## config.mk

```make
export PLATFORM = sky130hd
export DESIGN_NAME = spi_reg_ctrl
export DESIGN_NICKNAME = d
export VERILOG_FILES = /design/src/rtl/spi_regs_pkg.sv /design/src/rtl/spi_reg_ctrl_edge_det.sv /design/src/rtl/spi_reg_ctrl.sv
export SDC_FILE = /design/constraint.sdc
export NUM_CORES = 1
export LEC_CHECK = 0
export CAP_MARGIN = 20
export CORE_ASPECT_RATIO = 1.5
export CORE_UTILIZATION = 58
export CTS_BUF_LIST = sky130_fd_sc_hd__clkbuf_4 sky130_fd_sc_hd__clkbuf_8
export CTS_CLUSTER_SIZE = 8
export DETAILED_ROUTE_END_ITERATION = 12
export GPL_TIMING_DRIVEN = 0
export PLACE_DENSITY = 0.83
export SKIP_LAST_GASP = 1
export SYNTH_ARGS = -nofsm -noshare
export SYNTH_HDL_FRONTEND = slang
export SYNTH_HIERARCHICAL = 1
export SYNTH_SLANG_ARGS = --single-unit
```

## constraint.sdc

```tcl
create_clock -name clk -period 3.6 [get_ports clk]
set_clock_uncertainty 0.15 [all_clocks]
set_input_delay 1.08 -clock clk [delete_from_list [all_inputs] [get_ports clk]]
set_output_delay 1.08 -clock clk [all_outputs]
set_load 0.01 [all_outputs]
```

## src/rtl/spi_regs_pkg.sv

```systemverilog
// Shared constants, state encoding and address decode for the SPI register-bank controller.
package spi_regs_pkg;

  localparam int unsigned ADDR_ID   = 32'h00;
  localparam int unsigned ADDR_CTRL = 32'h01;
  localparam int unsigned CFG_BASE  = 32'h02;
  localparam int unsigned STAT_BASE = 32'h10;
  localparam int unsigned MAP_END   = 32'h20;

  localparam int CTRL_START = 0;
  localparam int CTRL_ERR   = 1;
  localparam int CTRL_DONE  = 2;

  typedef enum logic [1:0] {
    IDLE   = 2'd0,
    READ   = 2'd1,
    WWAIT  = 2'd2,
    COMMIT = 2'd3
  } state_t;

  typedef enum logic [2:0] {
    REG_ID   = 3'd0,
    REG_CTRL = 3'd1,
    REG_CFG  = 3'd2,
    REG_STAT = 3'd3,
    REG_NONE = 3'd4
  } region_t;

  // Classifies a zero-extended address into its register-map region.
  function automatic region_t decode_addr(input logic [31:0] a);
    region_t r;
    if (a == ADDR_ID)                          r = REG_ID;
    else if (a == ADDR_CTRL)                   r = REG_CTRL;
    else if (a >= CFG_BASE && a < STAT_BASE)   r = REG_CFG;
    else if (a >= STAT_BASE && a < MAP_END)    r = REG_STAT;
    else                                       r = REG_NONE;
    return r;
  endfunction

endpackage

```

## src/rtl/spi_reg_ctrl_edge_det.sv

```systemverilog
// Single-bit rise/fall detector built on a one-clock delayed copy of the input.
module edge_det (
  input  logic clk,
  input  logic rst,
  input  logic din,
  output logic rise,
  output logic fall
);

  logic din_d;

  // Delayed copy starts low so a level already high out of reset reads as a rise.
  always_ff @(posedge clk or negedge rst) begin
    if (!rst) din_d <= 1'b0;
    else      din_d <= din;
  end

  assign rise = din & ~din_d;
  assign fall = ~din & din_d;

endmodule

```

## src/rtl/spi_reg_ctrl.sv

```systemverilog
// Register-bank controller sitting behind the soft SPI slave: sequences address/read/write
// phases, holds ID/CTRL/config/status registers and merges DSP-side status and events.
module spi_reg_ctrl
  import spi_regs_pkg::*;
#(
  parameter int addr_width = 7,
  parameter int data_width = 24,
  parameter int n_cfg      = 14,
  parameter int n_stat     = 16,
  parameter logic [data_width-1:0] id_value = 24'hA5_0001
) (
  input  logic                        clk,
  input  logic                        rst,
  input  logic [addr_width-1:0]       addr,
  input  logic                        addr_ready,
  input  logic                        rw,
  input  logic [data_width-1:0]       data_out,
  input  logic                        data_ready,
  output logic [data_width-1:0]       data_in,
  output logic [n_cfg*data_width-1:0] cfg_regs,
  output logic                        start_pulse,
  input  logic                        hw_we,
  input  logic [3:0]                  hw_idx,
  input  logic [data_width-1:0]       hw_wdata,
  input  logic                        hw_done,
  output logic                        err
);

  state_t state_q, state_next;

  logic addr_rise, addr_fall, data_rise, data_fall;
  logic [addr_width-1:0] addr_q;
  logic [data_width-1:0] data_q;
  logic [data_width-1:0] cfg_q  [n_cfg];
  logic [data_width-1:0] stat_q [n_stat];
  logic err_q, done_q;

  logic [31:0] rd_addr_ext, wr_addr_ext;
  region_t rd_region, wr_region;
  logic [3:0] rd_cfg_idx, rd_stat_idx, wr_cfg_idx;
  logic [data_width-1:0] ctrl_view, rd_val;
  logic read_entry, commit;
  logic err_set, err_clr, done_clr;

  edge_det u_addr_edge (
    .clk  (clk),
    .rst  (rst),
    .din  (addr_ready),
    .rise (addr_rise),
    .fall (addr_fall)
  );

  edge_det u_data_edge (
    .clk  (clk),
    .rst  (rst),
    .din  (data_ready),
    .rise (data_rise),
    .fall (data_fall)
  );

  assign rd_addr_ext = 32'(addr);
  assign wr_addr_ext = 32'(addr_q);
  assign rd_region   = decode_addr(rd_addr_ext);
  assign wr_region   = decode_addr(wr_addr_ext);
  assign rd_cfg_idx  = 4'(rd_addr_ext - CFG_BASE);
  assign rd_stat_idx = 4'(rd_addr_ext - STAT_BASE);
  assign wr_cfg_idx  = 4'(wr_addr_ext - CFG_BASE);

  // CTRL read view: start always reads back as 0, only err and done are visible.
  always_comb begin
    ctrl_view            = '0;
    ctrl_view[CTRL_ERR]  = err_q;
    ctrl_view[CTRL_DONE] = done_q;
  end

  // Read mux driven by the live address so data_in can be latched on the address rise itself.
  always_comb begin
    rd_val = '0;
    unique case (rd_region)
      REG_ID:   rd_val = id_value;
      REG_CTRL: rd_val = ctrl_view;
      REG_CFG:  rd_val = cfg_q[rd_cfg_idx];
      REG_STAT: rd_val = stat_q[rd_stat_idx];
      default:  rd_val = '0;
    endcase
  end

  // State register.
  always_ff @(posedge clk or negedge rst) begin
    if (!rst) state_q <= IDLE;
    else      state_q <= state_next;
  end

  // Next-state logic plus the single-cycle commit and start strobes.
  always_comb begin
    state_next  = state_q;
    read_entry  = 1'b0;
    commit      = 1'b0;
    start_pulse = 1'b0;
    unique case (state_q)
      IDLE: begin
        if (addr_rise) begin
          read_entry = rw;
          state_next = rw ? READ : WWAIT;
        end
      end
      READ: begin
        if (addr_fall) state_next = IDLE;
      end
      WWAIT: begin
        if (data_rise)                   state_next = COMMIT;
        else if (addr_fall || data_fall) state_next = IDLE;
      end
      COMMIT: begin
        commit      = 1'b1;
        start_pulse = (wr_region == REG_CTRL) && data_q[CTRL_START];
        state_next  = IDLE;
      end
      default: state_next = IDLE;
    endcase
  end

  // Capture the address at message start and the payload when it arrives, so the commit
  // cycle does not depend on the SPI slave holding its outputs.
  always_ff @(posedge clk or negedge rst) begin
    if (!rst) begin
      addr_q <= '0;
      data_q <= '0;
    end else begin
      if (state_q == IDLE && addr_rise)  addr_q <= addr;
      if (state_q == WWAIT && data_rise) data_q <= data_out;
    end
  end

  // Read data is latched once at READ entry and held for the rest of the message.
  always_ff @(posedge clk or negedge rst) begin
    if (!rst)            data_in <= '0;
    else if (read_entry) data_in <= rd_val;
  end

  // Config registers are written only from the commit cycle.
  always_ff @(posedge clk or negedge rst) begin
    if (!rst) begin
      for (int k = 0; k < n_cfg; k++) cfg_q[k] <= '0;
    end else if (commit && wr_region == REG_CFG) begin
      cfg_q[wr_cfg_idx] <= data_q;
    end
  end

  // Status registers belong to the DSP side; SPI can never write them.
  always_ff @(posedge clk or negedge rst) begin
    if (!rst) begin
      for (int k = 0; k < n_stat; k++) stat_q[k] <= '0;
    end else if (hw_we) begin
      stat_q[hw_idx] <= hw_wdata;
    end
  end

  assign err_set  = (read_entry && rd_region == REG_NONE) ||
                    (commit && (wr_region inside {REG_ID, REG_STAT, REG_NONE}));
  assign err_clr  = commit && wr_region == REG_CTRL && data_q[CTRL_ERR];
  assign done_clr = commit && wr_region == REG_CTRL && data_q[CTRL_DONE];

  // Sticky flags: a set always wins over a same-cycle write-1-to-clear.
  always_ff @(posedge clk or negedge rst) begin
    if (!rst) begin
      err_q  <= 1'b0;
      done_q <= 1'b0;
    end else begin
      if (err_set)       err_q <= 1'b1;
      else if (err_clr)  err_q <= 1'b0;
      if (hw_done)       done_q <= 1'b1;
      else if (done_clr) done_q <= 1'b0;
    end
  end

  // Flatten the config array onto the DSP configuration bus.
  always_comb begin
    cfg_regs = '0;
    for (int k = 0; k < n_cfg; k++) cfg_regs[k*data_width +: data_width] = cfg_q[k];
  end

  assign err = err_q;

endmodule

```

Yosys cells after proc, flatten, opt, wreduce, memory -nomap -nowiden --
Index checks and enable logic that the tools add are counted.
Word-level totals: input bits 66, latch bits 0, RAM bits 0, memories kept 0, bits in read-only memories 0, register bits 781
Cells by class: multiplexer cells 35, div/mod/pow operators 0, bitwise logic cells 12, add/subtract/negate cells 3, equality and inequality tests 16, $lt $le $gt $ge 14, shift operators 0, multipliers 0, reduce and logical (&&, ||, !) cells 26
Operators with widths (count):
- 384-bit bitwise mux | 1
- 336-bit bitwise mux | 1
- 24-bit binary-select mux with 4-bit select | 2
- 24-bit demux with 4-bit select | 2
- 24-bit 2-to-1 mux | 6
- 24-bit case mux with 4 select lines | 1
- 32-bit zero test | 2
- 3-bit 2-to-1 mux | 8
- 5-bit >= comparator (second input constant) | 4
- 4-bit inverter with 5-bit output | 4
- 1-bit logical AND | 15
- 7-bit by 1-bit == test with 1-bit output (second input constant) | 2
- 7-bit by 2-bit >= comparator with 1-bit output (second input constant) | 2
- 7-bit by 5-bit >= comparator with 1-bit output (second input constant) | 2
- 7-bit by 5-bit < comparator with 1-bit output (second input constant) | 2
- 7-bit by 6-bit < comparator with 1-bit output (second input constant) | 2
- 3-bit by 2-bit == test with 1-bit output (second input constant) | 4
- 5-bit by 1-bit < comparator with 1-bit output (second input constant) | 2
- 2-bit 2-to-1 mux | 5
- 1-bit 2-to-1 mux | 8
- 2-bit case mux with 4 select lines | 1
- 4-bit by 2-bit subtractor with 4-bit output (second input constant) | 2
- 3-bit by 1-bit == test with 1-bit output (second input constant) | 2
- 3-bit == test (second input constant) | 2
- other kinds (13) | 24

Logic depth before layout (Yosys ltp) --
word-level depth 11, gate-level depth with buffers 13

Cells and area by module --
Netlist, hierarchy kept.
Modules (own cells, without submodules):
- spi_reg_ctrl | cells an instance 2392, seq. area each 19493.7 sq um, instances 1, area each 35350.2 sq um
- edge_det | cells an instance 3, seq. area each 25.0 sq um, instances 2, area each 40.0 sq um

Worst setup path after synthesis --
OpenSTA, ideal clock, no wires.
path kind input to register, start point input port addr[1], end point register data_in[12], setup slack -814 ps, path buffers 7, stages on the path 13, data required time 3373 ps, data arrival time 4186 ps, cells stage by stage clkbuf_1 -> clkbuf_1 -> clkbuf_1 -> inv_1 -> ha_1 -> clkbuf_1 -> clkbuf_1 -> clkbuf_1 -> clkbuf_1 -> nand2_1 -> o211ai_1 -> a31oi_1 -> a21oi_1
On the way: longest elaborated chain between the ends 8, elaborated cells on any way between the ends 27, classes of those cells add/sub (2); order compare (4); eq/ne (4); mux (11); bitwise (2); reduce/logical (4)
Ends and longest elaborated chain:
- start: declaration | line spi_reg_ctrl.sv:14 | input logic [addr_width-1:0] addr,
- 7-bit by 5-bit >= comparator with 1-bit output / 7-bit by 6-bit < comparator with 1-bit output (equally long branches) | line spi_regs_pkg.sv:35 | else if (a >= STAT_BASE && a < MAP_END) r = REG_STAT;
- 1-bit logical AND | line spi_regs_pkg.sv:35
- 3-bit 2-to-1 mux | line spi_regs_pkg.sv:35
- 3-bit 2-to-1 mux | line spi_regs_pkg.sv:34 | else if (a >= CFG_BASE && a < STAT_BASE) r = REG_CFG;
- 3-bit 2-to-1 mux | line spi_regs_pkg.sv:33 | else if (a == ADDR_CTRL) r = REG_CTRL;
- 3-bit 2-to-1 mux | line spi_regs_pkg.sv:32 | if (a == ADDR_ID) r = REG_ID;
- 3-bit by 2-bit == test with 1-bit output, or another cell as far along | line spi_reg_ctrl.sv:79 | unique case (rd_region)
- 24-bit case mux with 4 select lines (*) | line spi_reg_ctrl.sv:79
- end signal: assignment | line spi_reg_ctrl.sv:138 | else if (read_entry) data_in <= rd_val;
- end: declaration | line spi_reg_ctrl.sv:19 | output logic [data_width-1:0] data_in,
Every way passes the cells marked *; elsewhere a longest branch is shown, timed or not. The select of a mux whose other input is x is not followed. A chain may end at the register's enable or synchronous reset.

Worst setup path in the final report --
start point input port addr[2], end point register data_in[7]
Same word-level chain as after synthesis.

==> impl_results.html <==
<table>
<tr><th>Metric</th><th>Value</th></tr>
<tr><th colspan="2">Run status</th></tr>
<tr><td>Status</td><td>complete, but fails checks</td></tr>
<tr><td>Violated checks</td><td>negative setup slack</td></tr>
<tr><th colspan="2">Power and ir drop</th></tr>
<tr><td>Fraction of power consumed by combinational cells</td><td>0.192</td></tr>
<tr><td>Leak</td><td>19.5 nW</td></tr>
<tr><td>Switching power of the nets</td><td>6.51 mW</td></tr>
<tr><td>Highest ir drop seen on vdd</td><td>0.000370 V</td></tr>
<tr><td>Power density cells</td><td>517 nW/um^2</td></tr>
<tr><td>Sequential power share</td><td>0.492</td></tr>
<tr><td>Sw frac</td><td>0.289</td></tr>
<tr><td>Proportion of power drawn by the clock network</td><td>0.316</td></tr>
<tr><td>Power Internal</td><td>16.0 mW</td></tr>
<tr><th colspan="2">Worst setup path</th></tr>
<tr><td>Endpoint of the worst register-to-register path</td><td>cfg_regs[206]</td></tr>
<tr><td>Data required time at the worst endpoint</td><td>4.06 ns</td></tr>
<tr><td>Maximum fanout count along the critical path</td><td>11</td></tr>
<tr><td>Endpoint class of the critical path</td><td>flop</td></tr>
<tr><td>Worst Setup Path Type</td><td>primary input to flop</td></tr>
<tr><td>Worst flop-to-flop path startpoint</td><td>addr_q[1]</td></tr>
<tr><td>Number of cells traversed by the worst register-to-register path</td><td>8</td></tr>
<tr><td>Reg-to-reg setup timing slack</td><td>0.08 ns</td></tr>
<tr><td>Data arrival time of the worst path</td><td>4.16 ns</td></tr>
<tr><td>Worst setup SP type</td><td>primary input</td></tr>
<tr><th colspan="2">Route</th></tr>
<tr><td>Number of optimization iterations in the first detailed-route pass</td><td>9</td></tr>
<tr><td>Remaining antenna violation count</td><td>0</td></tr>
<tr><td>DR iter-0 viols</td><td>2455</td></tr>
<tr><td>Post-route DRC violation count</td><td>0</td></tr>
<tr><td>Vias/cell</td><td>6.53</td></tr>
<tr><td>DR vias</td><td>24879</td></tr>
<tr><td>Final wirelength</td><td>118 mm</td></tr>
<tr><td>Routed wire length per instance</td><td>31.0 microns</td></tr>
<tr><th colspan="2">Timing</th></tr>
<tr><td>Sum of negative setup slack</td><td>-0.431 ns</td></tr>
<tr><td>Final count of pins violating max slew</td><td>0</td></tr>
<tr><td>Pin slew with the least headroom to its limit</td><td>1.17 ns</td></tr>
<tr><td>Setup ws final</td><td>-0.0998 ns</td></tr>
<tr><td>Number of endpoints failing setup at the final stage</td><td>8</td></tr>
<tr><td>Share of the clock period used by the worst path</td><td>1.03</td></tr>
<tr><td>RSZ-0062 raised after global routing</td><td>true</td></tr>
<tr><td>Endpoints failing hold</td><td>0</td></tr>
<tr><td>Worst-case headroom to the max-slew limit</td><td>0.214</td></tr>
<tr><td>Achievable clock frequency</td><td>270 MHz</td></tr>
<tr><td>Period minus WS final</td><td>3.70 ns</td></tr>
<tr><th colspan="2">Floorplanning</th></tr>
<tr><td>Top-Level Pins</td><td>428</td></tr>
<tr><td>Width of the die</td><td>204 microns</td></tr>
<tr><td>Number of placement rows</td><td>110</td></tr>
<tr><td>Core Region</td><td>60100 sq um</td></tr>
<tr><td>Area of the die</td><td>62100 sq um</td></tr>
<tr><td>Height of the chip</td><td>305 microns</td></tr>
<tr><td>Effective utilization at floorplan</td><td>0.589</td></tr>
<tr><th colspan="2">Global routing</th></tr>
<tr><td>Pin count of the biggest net entering global routing</td><td>135</td></tr>
<tr><td>Initial antenna violation count</td><td>5</td></tr>
<tr><td>Global routing usage summed across all routing layers</td><td>0.389</td></tr>
<tr><td>Vias in the first global route</td><td>26184</td></tr>
<tr><td>Remaining Overflow, GRT</td><td>0</td></tr>
<tr><td>Wire length of the first global-routing pass</td><td>175 mm</td></tr>
<tr><th colspan="2">Worst hold path</th></tr>
<tr><td>Worst hold path class</td><td>primary input to async pin</td></tr>
<tr><th colspan="2">Clock tree</th></tr>
<tr><td>Number of clock sinks</td><td>781</td></tr>
<tr><td>Buffer cell driving the clock tree root</td><td>sky130_fd_sc_hd__clkbuf_8</td></tr>
<tr><td>Clock Path Buffers</td><td>3</td></tr>
<tr><td>Worst skew pair latency</td><td>0.77 ns</td></tr>
<tr><td>Clock-pin slew reported for the worst setup and hold paths after clock tree synthesis</td><td>0.06 ns</td></tr>
<tr><td>CTS tree</td><td>built</td></tr>
<tr><td>Num CTS Buffers</td><td>116</td></tr>
<tr><td>Maximum level of the CTS H-tree</td><td>3</td></tr>
<tr><th colspan="2">Synth</th></tr>
<tr><td>FFs w/ async S/R, synth</td><td>1.00</td></tr>
<tr><td>Number of nets produced by synthesis</td><td>2468</td></tr>
<tr><td>Flip-flop and latch count after synthesis</td><td>781</td></tr>
<tr><td>Count of different cell masters after synthesis</td><td>53</td></tr>
<tr><td>Area share of the largest cell type after synthesis</td><td>0.552</td></tr>
<tr><td>Share of the yosys chip area belonging to registers</td><td>0.552</td></tr>
<tr><td>Mean area per synthesized cell</td><td>14.8 sq um</td></tr>
<tr><td>Top FF cell, synth</td><td>sky130_fd_sc_hd__dfrtp_1</td></tr>
<tr><td>Number of synthesis warnings</td><td>6</td></tr>
<tr><td>Number of standard cells after synthesis</td><td>2398</td></tr>
<tr><td>Leading area contributor after synthesis</td><td>sky130_fd_sc_hd__dfrtp_1</td></tr>
<tr><td>Area of the mapped netlist</td><td>35400 sq um</td></tr>
<tr><td>Post-synth EDFFs</td><td>0</td></tr>
<tr><td>Top cells by area in the synthesized netlist</td><td>sky130_fd_sc_hd__dfrtp_1 (55%), sky130_fd_sc_hd__mux2_2 (24%), sky130_fd_sc_hd__mux4_2 (7.1%), sky130_fd_sc_hd__mux2i_1 (2.8%), sky130_fd_sc_hd__clkbuf_1 (1.7%)</td></tr>
<tr><th colspan="2">Placement</th></tr>
<tr><td>Placed cell areas</td><td>41000 sq um</td></tr>
<tr><td>Final RePlAce weighted congestion</td><td>0.977</td></tr>
<tr><td>Detailed placement HPWL</td><td>87.0 mm</td></tr>
<tr><td>Number of I/O port buffers</td><td>423</td></tr>
<tr><th colspan="2">Finish</th></tr>
<tr><td>Post-route core utilization</td><td>0.724</td></tr>
<tr><td>Area of combinational cells with multiple inputs</td><td>15200 sq um</td></tr>
<tr><td>Fin nets</td><td>3030</td></tr>
<tr><td>Top library cells by usage in the layout, fill and taps aside</td><td>sky130_fd_sc_hd__dfrtp_1 (780), sky130_fd_sc_hd__mux2_2 (760), sky130_fd_sc_hd__clkdlybuf4s50_1 (420)</td></tr>
<tr><td>Sequential cell area</td><td>19500 sq um</td></tr>
<tr><td>Fraction of final layout cells with drive strength greater than 1</td><td>0.393</td></tr>
<tr><td>Area of all placed cells without fillers</td><td>43500 sq um</td></tr>
<tr><td>Syn-to-layout area delta</td><td>22.9%</td></tr>
<tr><td>Commonest non-fill, non-tap cell in the layout</td><td>sky130_fd_sc_hd__dfrtp_1</td></tr>
<tr><td>Layout fillers</td><td>3899</td></tr>
<tr><th colspan="2">Flow run</th></tr>
<tr><td>Max cap viols</td><td>0</td></tr>
</table>
## Yosys cell counts (6+ instances only)
cell                       instances
sky130_fd_sc_hd__a211oi_1          8
sky130_fd_sc_hd__buf_1            20
sky130_fd_sc_hd__inv_1             9
sky130_fd_sc_hd__nand2_1          48
sky130_fd_sc_hd__mux2_4           20
sky130_fd_sc_hd__nor3_1           14
sky130_fd_sc_hd__mux2i_1          98
sky130_fd_sc_hd__mux2_2          760
sky130_fd_sc_hd__or3_1            12
sky130_fd_sc_hd__mux2_1           39
sky130_fd_sc_hd__o22a_1           16
sky130_fd_sc_hd__o21ai_0          35
sky130_fd_sc_hd__o211ai_1         21
sky130_fd_sc_hd__dfrtp_1         781
sky130_fd_sc_hd__nand2b_1          8
sky130_fd_sc_hd__nor2b_1          10
sky130_fd_sc_hd__o22ai_1          41
sky130_fd_sc_hd__buf_2            20
sky130_fd_sc_hd__nand3_1          11
sky130_fd_sc_hd__nor2_1           23
sky130_fd_sc_hd__mux4_2          112
sky130_fd_sc_hd__o221ai_1          6
sky130_fd_sc_hd__a31oi_1          23
sky130_fd_sc_hd__clkbuf_1        158
sky130_fd_sc_hd__a21oi_1          52
## how the worst max path moves through the flow
| stage | from | end |
|---|---|---|
| after floorplan | addr[1] | data_in[10] |
| after global placement | rst | cfg_regs[26] |
| after detailed placement | addr[2] | data_in[12] |
| after CTS | addr[1] | data_in[13] |
| after global routing | addr[2] | data_in[8] |
| final | addr[2] | data_in[7] |
## sequential cells by signal (all words and copies together) (netlist names)
name / count
cfg_regs: 336
data_in: 24
done_q: 1
addr_q: 7
u_data_edge/din_d: 1
data_q: 24
stat_q: 384
u_addr_edge/din_d: 1
err: 1
state_q: 2
## critical path: stages
cell and delay, ns:
sky130_fd_sc_hd__dlygate4sd2_1 0.32, sky130_fd_sc_hd__inv_1 0.13, sky130_fd_sc_hd__clkbuf_4 0.29, sky130_fd_sc_hd__clkbuf_8 0.28, sky130_fd_sc_hd__ha_1 0.38, sky130_fd_sc_hd__xor2_2 0.45, sky130_fd_sc_hd__clkbuf_2 0.38, sky130_fd_sc_hd__o211ai_1 0.30
sky130_fd_sc_hd__a31oi_2 0.41, sky130_fd_sc_hd__a21oi_1 0.13
## power groups by stage
stage          clock, mW  combinational, mW  sequential (mW)
2_1_floorplan          0               2.58             10.9
3_3_place_gp           0               3.98             11.1
3_5_place_dp           0               4.21             11.1
4_1_cts             7.12               4.25             11.0
5_1_grt             7.50               4.56             11.2
6_report            7.10               4.32             11.1
## metrics by stage
step / power (mW) / hold slack (ns) / std cells / worst slack [ns]
after CTS: 22.4 / 0.183 / 3798 / -0.0680
after global placement: 15.0 / 0.331 / 3605 / -31.16
after floorplan: 13.4 / 0.295 / 2398 / 0.00173
final: 22.5 / 0.173 / 3812 / -0.0998
after global routing: 23.3 / 0.220 / 3810 / -0.0661
after detailed placement: 15.4 / 0.340 / 3620 / -2.48
## what timing repair did
item,CTS,global route
pin swaps,3,1
resized for setup,51,28
hold buffers,0,0
buffers inserted,1,0
setup endpoints to repair,50,44
## area by class of cell
class                   instances  area share
clock buffers                 173      0.0491
well taps                     784      0.0225
inverters                       9    0.000776
multi-input cells            1404       0.349
plain buffers                 201      0.0219
flip-flops and latches        781       0.449
clock inverters                 7     0.00152
repair buffers                447       0.106
diodes                          6    0.000345
## per-layer routing
layer,GRT usage,part of all wire,vias up
li1,-,-,9979
met1,0.444,0.34,12939
met2,0.625,0.49,1490
met3,0.0936,0.083,471
met4,0.306,0.089,0
met5,0,0,-
## cell families after synthesis
| logic type | after synthesis | share of synthesized area |
|---|---|---|
| mux | 1029 | 0.361 |
| simple gates | 150 | 0.0218 |
| xor+xnor | 3 | 0.000742 |
| compound gates | 218 | 0.0390 |
| flops | 781 | 0.552 |
| fa+ha+maj | 4 | 0.00141 |
| buf+inv | 213 | 0.0241 |
(Power assumes the default switching activity.)
